File: src/rtl/serdes_align_ctrl_if.sv
// ----------------------------------------------------------------------------
// serdes_align_ctrl_if
// Bundles the training controller's control/status signals toward the IDDR
// gearbox and the SerDes PLL dynamic phase shifter.
//   master : the alignment controller (drives IDDR/PLL controls and status)
//   slave  : the environment (drives train_en, PLL lock, IDDR ready/data)
// Signals:
//   train_en, pll_lock, iddr_ready, iddr_q[3:0]          -> controller
//   iddr_start, iddr_alignwd                             -> IDDR
//   pll_phasesel[1:0], pll_phasedir, pll_phasestep,
//   pll_phaseloadreg                                     -> PLL
//   busy, done, fail, phase_cur, best_start, best_len    -> status
// ----------------------------------------------------------------------------
interface serdes_align_ctrl_if #(
    parameter int PHASE_W = 3
);
    logic               train_en;
    logic               pll_lock;
    logic               iddr_ready;
    logic [3:0]         iddr_q;
    logic               iddr_start;
    logic               iddr_alignwd;
    logic [1:0]         pll_phasesel;
    logic               pll_phasedir;
    logic               pll_phasestep;
    logic               pll_phaseloadreg;
    logic               busy;
    logic               done;
    logic               fail;
    logic [PHASE_W-1:0] phase_cur;
    logic [PHASE_W-1:0] best_start;
    logic [PHASE_W:0]   best_len;

    modport master (
        input  train_en, pll_lock, iddr_ready, iddr_q,
        output iddr_start, iddr_alignwd, pll_phasesel, pll_phasedir,
               pll_phasestep, pll_phaseloadreg, busy, done, fail,
               phase_cur, best_start, best_len
    );

    modport slave (
        output train_en, pll_lock, iddr_ready, iddr_q,
        input  iddr_start, iddr_alignwd, pll_phasesel, pll_phasedir,
               pll_phasestep, pll_phaseloadreg, busy, done, fail,
               phase_cur, best_start, best_len
    );
endinterface

File: src/rtl/serdes_align_ctrl.sv
// ----------------------------------------------------------------------------
// serdes_align_ctrl
// Training sequencer for the 4:1 IDDR receive path and the SerDes PLL dynamic
// phase shifter. Waits for PLL lock, starts the gearbox, sweeps the PLL phase
// over one revolution trying every word alignment at each phase, records the
// longest run of good phases, parks the phase at the centre of that run,
// re-aligns the word and reports done or fail.
// Ports:
//   sync_clk    : clock (IDDR sclk domain)
//   sync_reset  : synchronous active-high reset
//   bus         : serdes_align_ctrl_if master (IDDR/PLL controls, status)
// ----------------------------------------------------------------------------
module serdes_align_ctrl #(
    parameter int         PHASES     = 8,
    parameter int         PHASE_W    = 3,
    parameter logic [3:0] PATTERN    = 4'b1100,
    parameter int         CHECK_LEN  = 16,
    parameter int         SETTLE_CYC = 32,
    parameter int         MAX_SLIP   = 4,
    parameter int         STEP_HI    = 4,
    parameter logic [1:0] PHASESEL   = 2'd0
) (
    input  logic                 sync_clk,
    input  logic                 sync_reset,
    serdes_align_ctrl_if.master  bus
);

    localparam int CNT_W   = $clog2(STEP_HI + SETTLE_CYC + CHECK_LEN + 1);
    localparam int SLIP_W  = $clog2(MAX_SLIP + 1);
    localparam int STEPC_W = $clog2(STEP_HI + 1);

    localparam logic [3:0] S_IDLE      = 4'd0;
    localparam logic [3:0] S_WAIT_LOCK = 4'd1;
    localparam logic [3:0] S_START     = 4'd2;
    localparam logic [3:0] S_READY     = 4'd3;
    localparam logic [3:0] S_SETTLE    = 4'd4;
    localparam logic [3:0] S_CHECK     = 4'd5;
    localparam logic [3:0] S_SLIP      = 4'd6;
    localparam logic [3:0] S_EVAL      = 4'd7;
    localparam logic [3:0] S_STEP      = 4'd8;
    localparam logic [3:0] S_CENTER    = 4'd9;
    localparam logic [3:0] S_DONE      = 4'd10;
    localparam logic [3:0] S_FAIL      = 4'd11;

    logic [3:0]         r_state;
    logic               r_train_d;
    logic [CNT_W-1:0]   r_cnt;
    logic [SLIP_W-1:0]  r_slip;
    logic [PHASE_W-1:0] r_p;
    logic               r_sweep;      // 1 during the sweep pass, 0 while centring/verifying
    logic               r_ok;         // all words of the current check matched so far
    logic               r_good;
    logic [PHASE_W-1:0] r_run_start;
    logic [PHASE_W:0]   r_run_len;
    logic [PHASE_W-1:0] r_best_start;
    logic [PHASE_W:0]   r_best_len;
    logic [PHASE_W-1:0] r_phase;
    logic [STEPC_W-1:0] r_step_cnt;   // remaining high cycles of pll_phasestep
    logic               r_iddr_start;
    logic               r_alignwd;
    logic               r_done;
    logic               r_fail;

    logic               w_busy;
    logic               w_match;
    logic               w_pass;
    logic               w_check_last;
    logic               w_can_slip;
    logic [PHASE_W-1:0] w_phase_next;
    logic [PHASE_W:0]   w_run_len_next;
    logic [PHASE_W-1:0] w_run_start_next;
    logic [PHASE_W+1:0] w_sum;
    logic [PHASE_W-1:0] w_target;

    assign w_busy = !((r_state == S_IDLE) || (r_state == S_DONE) || (r_state == S_FAIL));
    assign w_match      = (bus.iddr_q == PATTERN);
    assign w_pass       = r_ok & w_match;
    assign w_check_last = (r_cnt == CNT_W'(CHECK_LEN - 1));
    assign w_can_slip   = (r_slip < SLIP_W'(MAX_SLIP - 1));
    assign w_phase_next = (r_phase == PHASE_W'(PHASES - 1)) ? '0 : r_phase + 1'b1;
    assign w_run_len_next   = r_run_len + 1'b1;
    assign w_run_start_next = (r_run_len == '0) ? r_p : r_run_start;

    // Window centre, rounding toward the window start for even lengths.
    always_comb begin
        w_sum = {2'b00, r_best_start} + {1'b0, (r_best_len - 1'b1) >> 1};
        if (w_sum >= (PHASE_W+2)'(PHASES)) begin
            w_target = PHASE_W'(w_sum - (PHASE_W+2)'(PHASES));
        end else begin
            w_target = PHASE_W'(w_sum);
        end
    end

    always_ff @(posedge sync_clk) begin
        if (sync_reset) begin
            r_state      <= S_IDLE;
            r_train_d    <= 1'b0;
            r_cnt        <= '0;
            r_slip       <= '0;
            r_p          <= '0;
            r_sweep      <= 1'b0;
            r_ok         <= 1'b0;
            r_good       <= 1'b0;
            r_run_start  <= '0;
            r_run_len    <= '0;
            r_best_start <= '0;
            r_best_len   <= '0;
            r_phase      <= '0;
            r_step_cnt   <= '0;
            r_iddr_start <= 1'b0;
            r_alignwd    <= 1'b0;
            r_done       <= 1'b0;
            r_fail       <= 1'b0;
        end else begin
            r_train_d    <= bus.train_en;
            r_iddr_start <= 1'b0;
            r_alignwd    <= 1'b0;
            // The step pulse runs on its own so a lock loss cannot truncate it.
            if (r_step_cnt != '0) begin
                r_step_cnt <= r_step_cnt - 1'b1;
            end

            if (!bus.train_en) begin
                r_state    <= S_IDLE;
                r_step_cnt <= '0;
                r_done     <= 1'b0;
                r_fail     <= 1'b0;
            end else if (w_busy && !bus.pll_lock) begin
                // Relock returns the PLL to zero phase; discard the sweep.
                r_state      <= S_WAIT_LOCK;
                r_best_start <= '0;
                r_best_len   <= '0;
                r_run_start  <= '0;
                r_run_len    <= '0;
                r_p          <= '0;
                r_slip       <= '0;
                r_phase      <= '0;
            end else begin
                case (r_state)
                    S_IDLE: begin
                        if (!r_train_d) begin
                            r_state <= S_WAIT_LOCK;
                        end
                    end
                    S_WAIT_LOCK: begin
                        if (bus.pll_lock) begin
                            r_state <= S_START;
                        end
                    end
                    S_START: begin
                        r_iddr_start <= 1'b1;
                        r_p          <= '0;
                        r_slip       <= '0;
                        r_sweep      <= 1'b1;
                        r_run_start  <= '0;
                        r_run_len    <= '0;
                        r_best_start <= '0;
                        r_best_len   <= '0;
                        r_state      <= S_READY;
                    end
                    S_READY: begin
                        if (bus.iddr_ready) begin
                            r_cnt   <= '0;
                            r_state <= S_SETTLE;
                        end
                    end
                    S_SETTLE: begin
                        if (r_cnt == CNT_W'(SETTLE_CYC - 1)) begin
                            r_cnt   <= '0;
                            r_ok    <= 1'b1;
                            r_state <= S_CHECK;
                        end else begin
                            r_cnt <= r_cnt + 1'b1;
                        end
                    end
                    S_CHECK: begin
                        r_ok <= r_ok & w_match;
                        if (w_check_last) begin
                            r_cnt <= '0;
                            if (w_pass) begin
                                if (r_sweep) begin
                                    r_good  <= 1'b1;
                                    r_state <= S_EVAL;
                                end else begin
                                    r_done  <= 1'b1;
                                    r_state <= S_DONE;
                                end
                            end else if (w_can_slip) begin
                                r_state <= S_SLIP;
                            end else if (r_sweep) begin
                                r_good  <= 1'b0;
                                r_state <= S_EVAL;
                            end else begin
                                r_fail  <= 1'b1;
                                r_state <= S_FAIL;
                            end
                        end else begin
                            r_cnt <= r_cnt + 1'b1;
                        end
                    end
                    S_SLIP: begin
                        r_alignwd <= 1'b1;
                        r_slip    <= r_slip + 1'b1;
                        r_cnt     <= '0;
                        r_state   <= S_SETTLE;
                    end
                    S_EVAL: begin
                        if (r_good) begin
                            r_run_len   <= w_run_len_next;
                            r_run_start <= w_run_start_next;
                            // Strict compare keeps the earliest window on a tie.
                            if (w_run_len_next > r_best_len) begin
                                r_best_len   <= w_run_len_next;
                                r_best_start <= w_run_start_next;
                            end
                        end else begin
                            r_run_len <= '0;
                        end
                        r_step_cnt <= STEPC_W'(STEP_HI);
                        r_phase    <= w_phase_next;
                        r_cnt      <= '0;
                        r_slip     <= '0;
                        r_state    <= S_STEP;
                    end
                    S_STEP: begin
                        // One counter covers the high time plus the settle wait.
                        if (r_cnt == CNT_W'(STEP_HI + SETTLE_CYC - 1)) begin
                            r_cnt <= '0;
                            r_ok  <= 1'b1;
                            if (!r_sweep || (r_phase == '0)) begin
                                r_state <= S_CENTER;
                            end else begin
                                r_p     <= r_p + 1'b1;
                                r_state <= S_CHECK;
                            end
                        end else begin
                            r_cnt <= r_cnt + 1'b1;
                        end
                    end
                    S_CENTER: begin
                        r_sweep <= 1'b0;
                        if (r_best_len == '0) begin
                            r_fail  <= 1'b1;
                            r_state <= S_FAIL;
                        end else if (r_phase == w_target) begin
                            r_slip  <= '0;
                            r_cnt   <= '0;
                            r_ok    <= 1'b1;
                            r_state <= S_CHECK;
                        end else begin
                            r_step_cnt <= STEPC_W'(STEP_HI);
                            r_phase    <= w_phase_next;
                            r_cnt      <= '0;
                            r_slip     <= '0;
                            r_state    <= S_STEP;
                        end
                    end
                    S_DONE: begin
                        r_done <= 1'b1;
                    end
                    S_FAIL: begin
                        r_fail <= 1'b1;
                    end
                    default: begin
                        r_state <= S_IDLE;
                    end
                endcase
            end
        end
    end

    assign bus.iddr_start       = r_iddr_start;
    assign bus.iddr_alignwd     = r_alignwd;
    assign bus.pll_phasesel     = PHASESEL;
    assign bus.pll_phasedir     = 1'b0;
    assign bus.pll_phasestep    = (r_step_cnt != '0);
    assign bus.pll_phaseloadreg = 1'b0;
    assign bus.busy             = w_busy;
    assign bus.done             = r_done;
    assign bus.fail             = r_fail;
    assign bus.phase_cur        = r_phase;
    assign bus.best_start       = r_best_start;
    assign bus.best_len         = r_best_len;

endmodule

File: src/flat_wrapper.sv
// flat-port wrapper written by rule: the top's interface ports become plain ports
module serdes_align_ctrl_flat 
#(
    parameter int         PHASES     = 8,
    parameter int         PHASE_W    = 3,
    parameter logic [3:0] PATTERN    = 4'b1100,
    parameter int         CHECK_LEN  = 16,
    parameter int         SETTLE_CYC = 32,
    parameter int         MAX_SLIP   = 4,
    parameter int         STEP_HI    = 4,
    parameter logic [1:0] PHASESEL   = 2'd0
)
  (sync_clk, sync_reset, bus_train_en, bus_pll_lock, bus_iddr_ready, bus_iddr_q, bus_iddr_start, bus_iddr_alignwd, bus_pll_phasesel, bus_pll_phasedir, bus_pll_phasestep, bus_pll_phaseloadreg, bus_busy, bus_done, bus_fail, bus_phase_cur, bus_best_start, bus_best_len);
  serdes_align_ctrl_if #(.PHASE_W(PHASE_W)) bus_i ();
  input  logic sync_clk;
  input  logic sync_reset;
  input wire logic [$bits(bus_i.train_en)-1:0] bus_train_en;
  input wire logic [$bits(bus_i.pll_lock)-1:0] bus_pll_lock;
  input wire logic [$bits(bus_i.iddr_ready)-1:0] bus_iddr_ready;
  input wire logic [$bits(bus_i.iddr_q)-1:0] bus_iddr_q;
  output wire logic [$bits(bus_i.iddr_start)-1:0] bus_iddr_start;
  output wire logic [$bits(bus_i.iddr_alignwd)-1:0] bus_iddr_alignwd;
  output wire logic [$bits(bus_i.pll_phasesel)-1:0] bus_pll_phasesel;
  output wire logic [$bits(bus_i.pll_phasedir)-1:0] bus_pll_phasedir;
  output wire logic [$bits(bus_i.pll_phasestep)-1:0] bus_pll_phasestep;
  output wire logic [$bits(bus_i.pll_phaseloadreg)-1:0] bus_pll_phaseloadreg;
  output wire logic [$bits(bus_i.busy)-1:0] bus_busy;
  output wire logic [$bits(bus_i.done)-1:0] bus_done;
  output wire logic [$bits(bus_i.fail)-1:0] bus_fail;
  output wire logic [$bits(bus_i.phase_cur)-1:0] bus_phase_cur;
  output wire logic [$bits(bus_i.best_start)-1:0] bus_best_start;
  output wire logic [$bits(bus_i.best_len)-1:0] bus_best_len;
  assign bus_i.train_en = bus_train_en;
  assign bus_i.pll_lock = bus_pll_lock;
  assign bus_i.iddr_ready = bus_iddr_ready;
  assign bus_i.iddr_q = bus_iddr_q;
  assign bus_iddr_start = bus_i.iddr_start;
  assign bus_iddr_alignwd = bus_i.iddr_alignwd;
  assign bus_pll_phasesel = bus_i.pll_phasesel;
  assign bus_pll_phasedir = bus_i.pll_phasedir;
  assign bus_pll_phasestep = bus_i.pll_phasestep;
  assign bus_pll_phaseloadreg = bus_i.pll_phaseloadreg;
  assign bus_busy = bus_i.busy;
  assign bus_done = bus_i.done;
  assign bus_fail = bus_i.fail;
  assign bus_phase_cur = bus_i.phase_cur;
  assign bus_best_start = bus_i.best_start;
  assign bus_best_len = bus_i.best_len;
  serdes_align_ctrl #(.PHASES(PHASES), .PHASE_W(PHASE_W), .PATTERN(PATTERN), .CHECK_LEN(CHECK_LEN), .SETTLE_CYC(SETTLE_CYC), .MAX_SLIP(MAX_SLIP), .STEP_HI(STEP_HI), .PHASESEL(PHASESEL)) u_core (.sync_clk(sync_clk), .sync_reset(sync_reset), .bus(bus_i));
endmodule
File: config.mk
export PLATFORM = sky130hd
export DESIGN_NAME = serdes_align_ctrl_flat
export DESIGN_NICKNAME = d
export VERILOG_FILES = /design/src/rtl/serdes_align_ctrl_if.sv /design/src/rtl/serdes_align_ctrl.sv /design/src/flat_wrapper.sv
export SDC_FILE = /design/constraint.sdc
export NUM_CORES = 1
export LEC_CHECK = 0
export ABC_AREA = 1
export BUFFER_PORTS_ARGS = -buffer_cell sky130_fd_sc_hd__buf_2
export CAP_MARGIN = 20
export CORE_ASPECT_RATIO = 1.25
export CORE_MARGIN = 2
export CORE_UTILIZATION = 50
export CTS_CLUSTER_SIZE = 30
export DETAILED_ROUTE_END_ITERATION = 12
export GPL_ROUTABILITY_DRIVEN = 0
export GPL_TIMING_DRIVEN = 0
export HOLD_SLACK_MARGIN = 0.03
export PLACE_DENSITY = 0.69
export SYNTH_ARGS = -nofsm -noshare
export SYNTH_HDL_FRONTEND = slang
export SYNTH_SLANG_ARGS = --single-unit
File: constraint.sdc
create_clock -name sync_clk -period 2.35 [get_ports sync_clk]
set_input_delay 0.47 -clock sync_clk [delete_from_list [all_inputs] [get_ports sync_clk]]
set_output_delay 0.47 -clock sync_clk [all_outputs]
set_load 0.01 [all_outputs]
# Yosys cells after proc, flatten, opt, wreduce, memory -nomap -nowiden
# Index checks and enable logic that the tools add are counted.
[word_totals] reg_bits=44 output_inout_bits=20
[op_classes] addsub=9 order_cmp=3 n_eq_ne=43 n_mux=75 n_bitwise=4 reduce_logical=40
[op_table] op="4-bit two-way mux" count=18
[op_table] op="3-bit two-way mux" count=20
[op_table] op="4-bit one-hot mux with 11 select lines" count=1
[op_table] op="6-bit one-hot mux with 6 select lines" count=1
[op_table] op="6-bit two-way mux" count=5
[op_table] op="3-bit one-hot mux with 2 select lines" count=5
[op_table] op="7-bit AND reduction" count=4
[op_table] op="4-bit == test, second input constant" count=5
[op_table] op="1-bit two-way mux" count=18
[op_table] op="4-bit by 3-bit == test with 1-bit output, second input constant" count=4
[op_table] op="2-bit by 1-bit != test with 1-bit output, second input constant" count=8
[op_table] op="4-bit one-hot mux with 2 select lines" count=2
[op_table] op="3-bit by 1-bit != test with 1-bit output, second input constant" count=5
[op_table] op="3-bit by 2-bit != test with 1-bit output, second input constant" count=5
[op_table] op="3-bit nonzero test" count=5
[op_table] op="2-bit != test, second input constant" count=7
[op_table] op="4-bit logical NOT" count=3
[op_table] op="4-bit AND reduction" count=3
[op_table] op="5-bit AND reduction" count=2
[op_table] op="3-bit by 1-bit adder with 3-bit output, second input constant" count=3
[op_table] op="3-bit one-hot mux with 3 select lines" count=1
[op_table] op="3-bit AND reduction" count=3
[op_table] op="4-bit by 2-bit == test with 1-bit output, second input constant" count=2
[op_table] op="4-bit nonzero test" count=2
[op_table] op="30 further kinds" count=42

# Logic depth before layout (Yosys ltp)
[logic_depth] ltp_word=9 depth_mapped=15 ltp_nobuf=15

# Least setup slack after synthesis
# OpenSTA, ideal clock, no wires.
[synth_path] path_type="reg2reg" startpoint="register u_core.r_best_len[0], in the netlist u_core.bus.best_len[0]" endpoint="register u_core.r_phase[0], in the netlist u_core.bus.phase_cur[0]" t_arrival_ps=2120 t_required_ps=2237 slack_ps=117 path_stages_with_launch=13 path_buffers=0 synth_period_minus_slack_ps=2233 cell_sequence="dfxtp_1 > inv_1 > ha_1 > inv_1 > ha_1 > fa_1 > xor2_1 > nor2_1 > nand4_1 > nand3_1 > nand2_1 > nand2_1 > nor2_1"
[synth_via] elab_chain_len=7 word_cells_on_any_way=10
[synth_rtl] item="from (decl)" line="serdes_align_ctrl.sv:56" rtl="logic [PHASE_W:0] r_best_len;"
[synth_rtl] item="from (signal assigned)" line="serdes_align_ctrl.sv:213" rtl="r_best_len <= w_run_len_next;"
[synth_rtl] item="4-bit by 1-bit subtractor with 4-bit output" line="serdes_align_ctrl.sv:86" rtl="w_sum = {2'b00, r_best_start} + {1'b0, (r_best_len - 1'b1) >> 1};"
[synth_rtl] item="3-bit by 3-bit adder with 4-bit output" line="serdes_align_ctrl.sv:86"
[synth_rtl] item="4-bit >= comparator or 3-bit by 1-bit subtractor with 3-bit output (tied branches)" line="serdes_align_ctrl.sv:87, serdes_align_ctrl.sv:88"
[synth_rtl] item="3-bit two-way mux" line="serdes_align_ctrl.sv:87" rtl="if (w_sum >= (PHASE_W+2)'(PHASES)) begin"
[synth_rtl] item="3-bit == test" line="serdes_align_ctrl.sv:245" rtl="end else if (r_phase == w_target) begin"
[synth_rtl] item="3-bit by 2-bit != test with 1-bit output (no source line)"
[synth_rtl] item="4-bit AND reduction (no source line) (*)"
[synth_rtl] item="to (signal assigned)" line="serdes_align_ctrl.sv:220" rtl="r_phase <= w_phase_next;"
[synth_rtl] item="to (signal assigned)" line="serdes_align_ctrl.sv:252" rtl="r_phase <= w_phase_next;"
[synth_rtl] item="to (decl)" line="serdes_align_ctrl.sv:57" rtl="logic [PHASE_W-1:0] r_phase;"
# Mark *: on every way between the ends. The rest lies on a longest branch, timed or not.
# A chain may end at the register's enable or synchronous reset.

# Final worst setup path
[layout_path] startpoint="register u_core.r_best_len[0], in the netlist u_core.bus.best_len[0]" endpoint="register u_core.r_step_cnt[1]"
[layout_via] elab_chain_len=9 word_cells_on_any_way=11
[layout_rtl] item="4-bit by 1-bit subtractor with 4-bit output" line="serdes_align_ctrl.sv:86"
[layout_rtl] item="3-bit by 3-bit adder with 4-bit output" line="serdes_align_ctrl.sv:86"
[layout_rtl] item="4-bit >= comparator or 3-bit by 1-bit subtractor with 3-bit output (tied branches)" line="serdes_align_ctrl.sv:87, serdes_align_ctrl.sv:88"
[layout_rtl] item="3-bit two-way mux" line="serdes_align_ctrl.sv:87"
[layout_rtl] item="3-bit == test" line="serdes_align_ctrl.sv:245"
[layout_rtl] item="3-bit two-way mux" line="serdes_align_ctrl.sv:245"
[layout_rtl] item="3-bit two-way mux (*)" line="serdes_align_ctrl.sv:242" rtl="if (r_best_len == '0) begin"
[layout_rtl] item="3-bit one-hot mux with 2 select lines (*)" line="serdes_align_ctrl.sv:139" rtl="case (r_state)"
[layout_rtl] item="3-bit two-way mux (*)" line="serdes_align_ctrl.sv:128" rtl="end else if (w_busy && !bus.pll_lock) begin"
[layout_rtl] item="to (signal assigned)" line="serdes_align_ctrl.sv:120" rtl="r_step_cnt <= r_step_cnt - 1'b1;"
[layout_rtl] item="to (signal assigned)" line="serdes_align_ctrl.sv:219" rtl="r_step_cnt <= STEPC_W'(STEP_HI);"
[layout_rtl] item="to (signal assigned)" line="serdes_align_ctrl.sv:251" rtl="r_step_cnt <= STEPC_W'(STEP_HI);"
[layout_rtl] item="to (decl)" line="serdes_align_ctrl.sv:58" rtl="logic [STEPC_W-1:0] r_step_cnt;"
# Marks and branches as above.

==> flow_summary.yaml <==
clock_network:
  path_clk_slew_ps: 90
  htreeDepth: 2
  cts_buffers: 5
  cts_root_buf: "clkbuf_8"
  cts_sinks: 44
  cts_tree: "done"
  clkLatencyLatePin_ps: 300
  clk_path_buf_depth: 2
routing:
  first_pass_iters: 4
  drt_iter0_markers: 200
  drt-total-wl_um: 6620
  vias: 2784
  avgRoutedWirePerCell_um: 12.3
  avgViaCountPerCell: 5.16
  post-route-drc-count: 0
  postRouteAntennaNets: 0
synthesis:
  synth_area_leaders: "dfxtp_1 (31%), nand2_1 (16%), ha_1 (7.1%)"
  synth_top_family_by_area: "simple AND/OR/NAND/NOR gates"
  synth-adder-area-share: 0.0779
  synth_seq_area_share: 0.312
  muxShareOfSynthArea: 0
  synth_compound_area_frac: 0.123
  synth-simple-area-share: 0.354
  ys.flop_type: "dfxtp_1"
  synth.avg_cell_area_um2: 6.48
  yosys.cell_count.top_type: "nand2_1"
  synthXorXnorAreaFrac: 0.0248
  synth_top_area_share: 0.312
  ys_ff_latch: 44
  async_reset_ff_frac: 0
  yosysWarnings: 0
  yosys.area.top_type: "dfxtp_1"
  synthDistinctLibCells: 38
  synthTopCellsByCount: "nand2_1 (117), nor2_1 (53), inv_1 (52), dfxtp_1 (44), a21oi_1 (32)"
  synth_edf_count: 0
  synth_cells: 436
  syn_area_um2: 2830
worst_setup_path:
  cp-end-kind: "flip-flop"
  cp.arrival_ps: 2460
  reg2regPathDepth: 13
  r2r_slack_ps: 90
  worstReg2RegEnd: "u_core.r_step_cnt[1]"
  worstPathRequired_ps: 2560
  start_kind: "flip-flop"
  rr_startpoint: "u_core.bus.best_len[0]"
  path_class: "reg -> reg"
  worstPathMaxFanout: 4
worst_hold_path:
  hold_depth: 2
  worstHoldStart: "sync_reset"
  hold_end: "u_core.r_sweep"
  hold_class: "in -> reg"
run:
  cap_violations: 0
pwr:
  intPower_uw: 1240
  comb_power_share: 0.154
  power_leakage_uw: 0.00153
  power_density_nw_per_um2: 519
  p_total_uw: 1680
  p_sw_uw: 445
  pwr-share-seq: 0.464
  ir_drop_mv: 0.281
  p_clk_frac: 0.382
  sw_frac_of_total: 0.265
sta:
  setup_violations: 0
  maxSlewViolCount: 0
  fin_crit_sh: 0.961
  tightest_slew_ps: 533
  finalCriticalPeriod_ps: 2260
  hold_viol_final: 0
  skew_ps: 7.15
  fmax_ghz: 0.443
  rsz0062_at_grt: "yes"
  finalWorstSetupSlack_ps: 91.7
  relSlewSlack: 0.643
global_route:
  grt.overflow.total: 0
  grt_pass1_vias: 2478
  grt_use_total: 0.217
  antenna_found_initial: 0
  grt_pass1_wl_um: 11000
  grt_max_degree: 14
final_layout:
  synthToLayoutAreaGrowth_pct: 14.8
  drive_gt1_frac: 0.176
  num-fill-cells: 545
  diodes: 0
  final_nets: 501
  fin_util: 0.596
floorplanning:
  start_util: 0.519
  core-area_um2: 5440
  die_area_um2: 6270
  fp.dieH_um: 88.0
  rows: 30
  pin_count: 29
  fp.dieW_um: 71.2
placed_design:
  port_buffers: 24
  place_ws_ps: -63.6
  hpwl_um: 5050
run_status:
  status: "finished clean"
## metrics by stage
stage	cell area, um^2	hold slack (ps)	TNS (ps)	instances
finish	3240	395	0	540
detailed placement	3040	443	-233	527
floorplan	2840	439	0	439
global route	3240	382	-67.5	540
CTS	3170	376	0	535
global placement	3040	442	-20.2	527
## metal layers
layer	track usage	up-vias	wire length [um]
met2	0.391	65	3360
met4	0.0789	0	116
met5	0	-	0
met3	0.0345	10	231
met1	0.261	1247	2910
li1	-	1462	-
## sequential cells by signal, summed over array words and instances, names as in the netlist
| name | count |
|---|---|
| u_core.bus.best_len | 4 |
| u_core.bus.best_start | 3 |
| u_core.r_step_cnt | 3 |
| u_core.r_state | 4 |
| u_core.r_train_d | 1 |
| u_core.bus.done | 1 |
| u_core.bus.phase_cur | 3 |
| u_core.r_p | 3 |
| u_core.r_slip | 3 |
| u_core.bus.iddr_start | 1 |
| u_core.r_run_start | 3 |
| u_core.r_cnt | 6 |
| u_core.r_good | 1 |
| u_core.r_run_len | 4 |
| u_core.bus.fail | 1 |
| u_core.r_sweep | 1 |
| u_core.bus.iddr_alignwd | 1 |
| u_core.r_ok | 1 |
## layout by cell type (no fill, tap or decap), types with 6 or more instances in the layout
| cell type | n |
|---|---|
| xor2_1 | 7 |
| nand2_1 | 115 |
| a21oi_1 | 32 |
| nor2_2 | 6 |
| nand3_1 | 29 |
| inv_1 | 49 |
| buf_2 | 26 |
| nor2_1 | 52 |
| buf_4 | 9 |
| ha_1 | 14 |
| o21ai_0 | 16 |
| clkbuf_8 | 7 |
| nor3_1 | 6 |
| inv_2 | 16 |
| dfxtp_1 | 42 |
## power by group through the flow
stage,combinational (uW),clock (uW),sequential [uW]
global placement,234,0,797
detailed placement,238,0,797
global route,298,685,784
floorplan,175,0,798
finish,259,642,781
CTS,241,655,780
## critical path, cell delays in order, from the launching register on
cell	delay, ps
dfxtp_2	370
inv_2	60
ha_4	260
inv_2	40
ha_4	150
fa_2	560
xor2_1	170
nor2_2	80
nand2_1	80
nand2_1	60
nand2_2	80
nand3b_1	120
nand3_1	110
inv_1	40
## kinds of logic after synthesis
| kind of cell | Yosys count |
|---|---|
| and+or+nand+nor | 230 |
| adders and majority gates | 17 |
| buffers and inverters | 74 |
| DFF | 44 |
| other | 1 |
| AOI/OAI and AO/OA | 62 |
| xor gates and xnor gates | 8 |
## cell type report
type | count | area, um^2 | share of cell area
inverters | 65 | 244 | 0.0752
repair buffers | 29 | 158 | 0.0486
multi-input cells | 321 | 1690 | 0.522
flip-flops and latches | 44 | 883 | 0.272
well taps | 64 | 80.1 | 0.0247
clock buffers | 7 | 96.3 | 0.0297
plain buffers | 9 | 58.8 | 0.0181
clock inverters | 1 | 30.0 | 0.00926
## what timing repair did
action                     in CTS  in global routing
pin swaps                       0                  5
cloned                          0                  0
setup buffers                   0                  5
gates resized for setup         2                 11
setup endpoints to repair       7                  9
hold buffers                    0                  0
## worst max path at each step
stage,depth (start not counted),to,startpoint
after global routing,13,u_core.r_step_cnt[1],u_core.bus.best_len[0]
after global placement,12,u_core.bus.phase_cur[1],u_core.bus.best_len[0]
after floorplan,12,u_core.bus.phase_cur[0],u_core.bus.best_len[0]
after detailed placement,12,u_core.bus.phase_cur[0],u_core.bus.best_len[0]
final,13,u_core.r_step_cnt[1],u_core.bus.best_len[0]
after CTS,15,u_core.r_step_cnt[1],u_core.bus.best_len[1]
No activity file was read; power rests on OpenSTA's default activity.
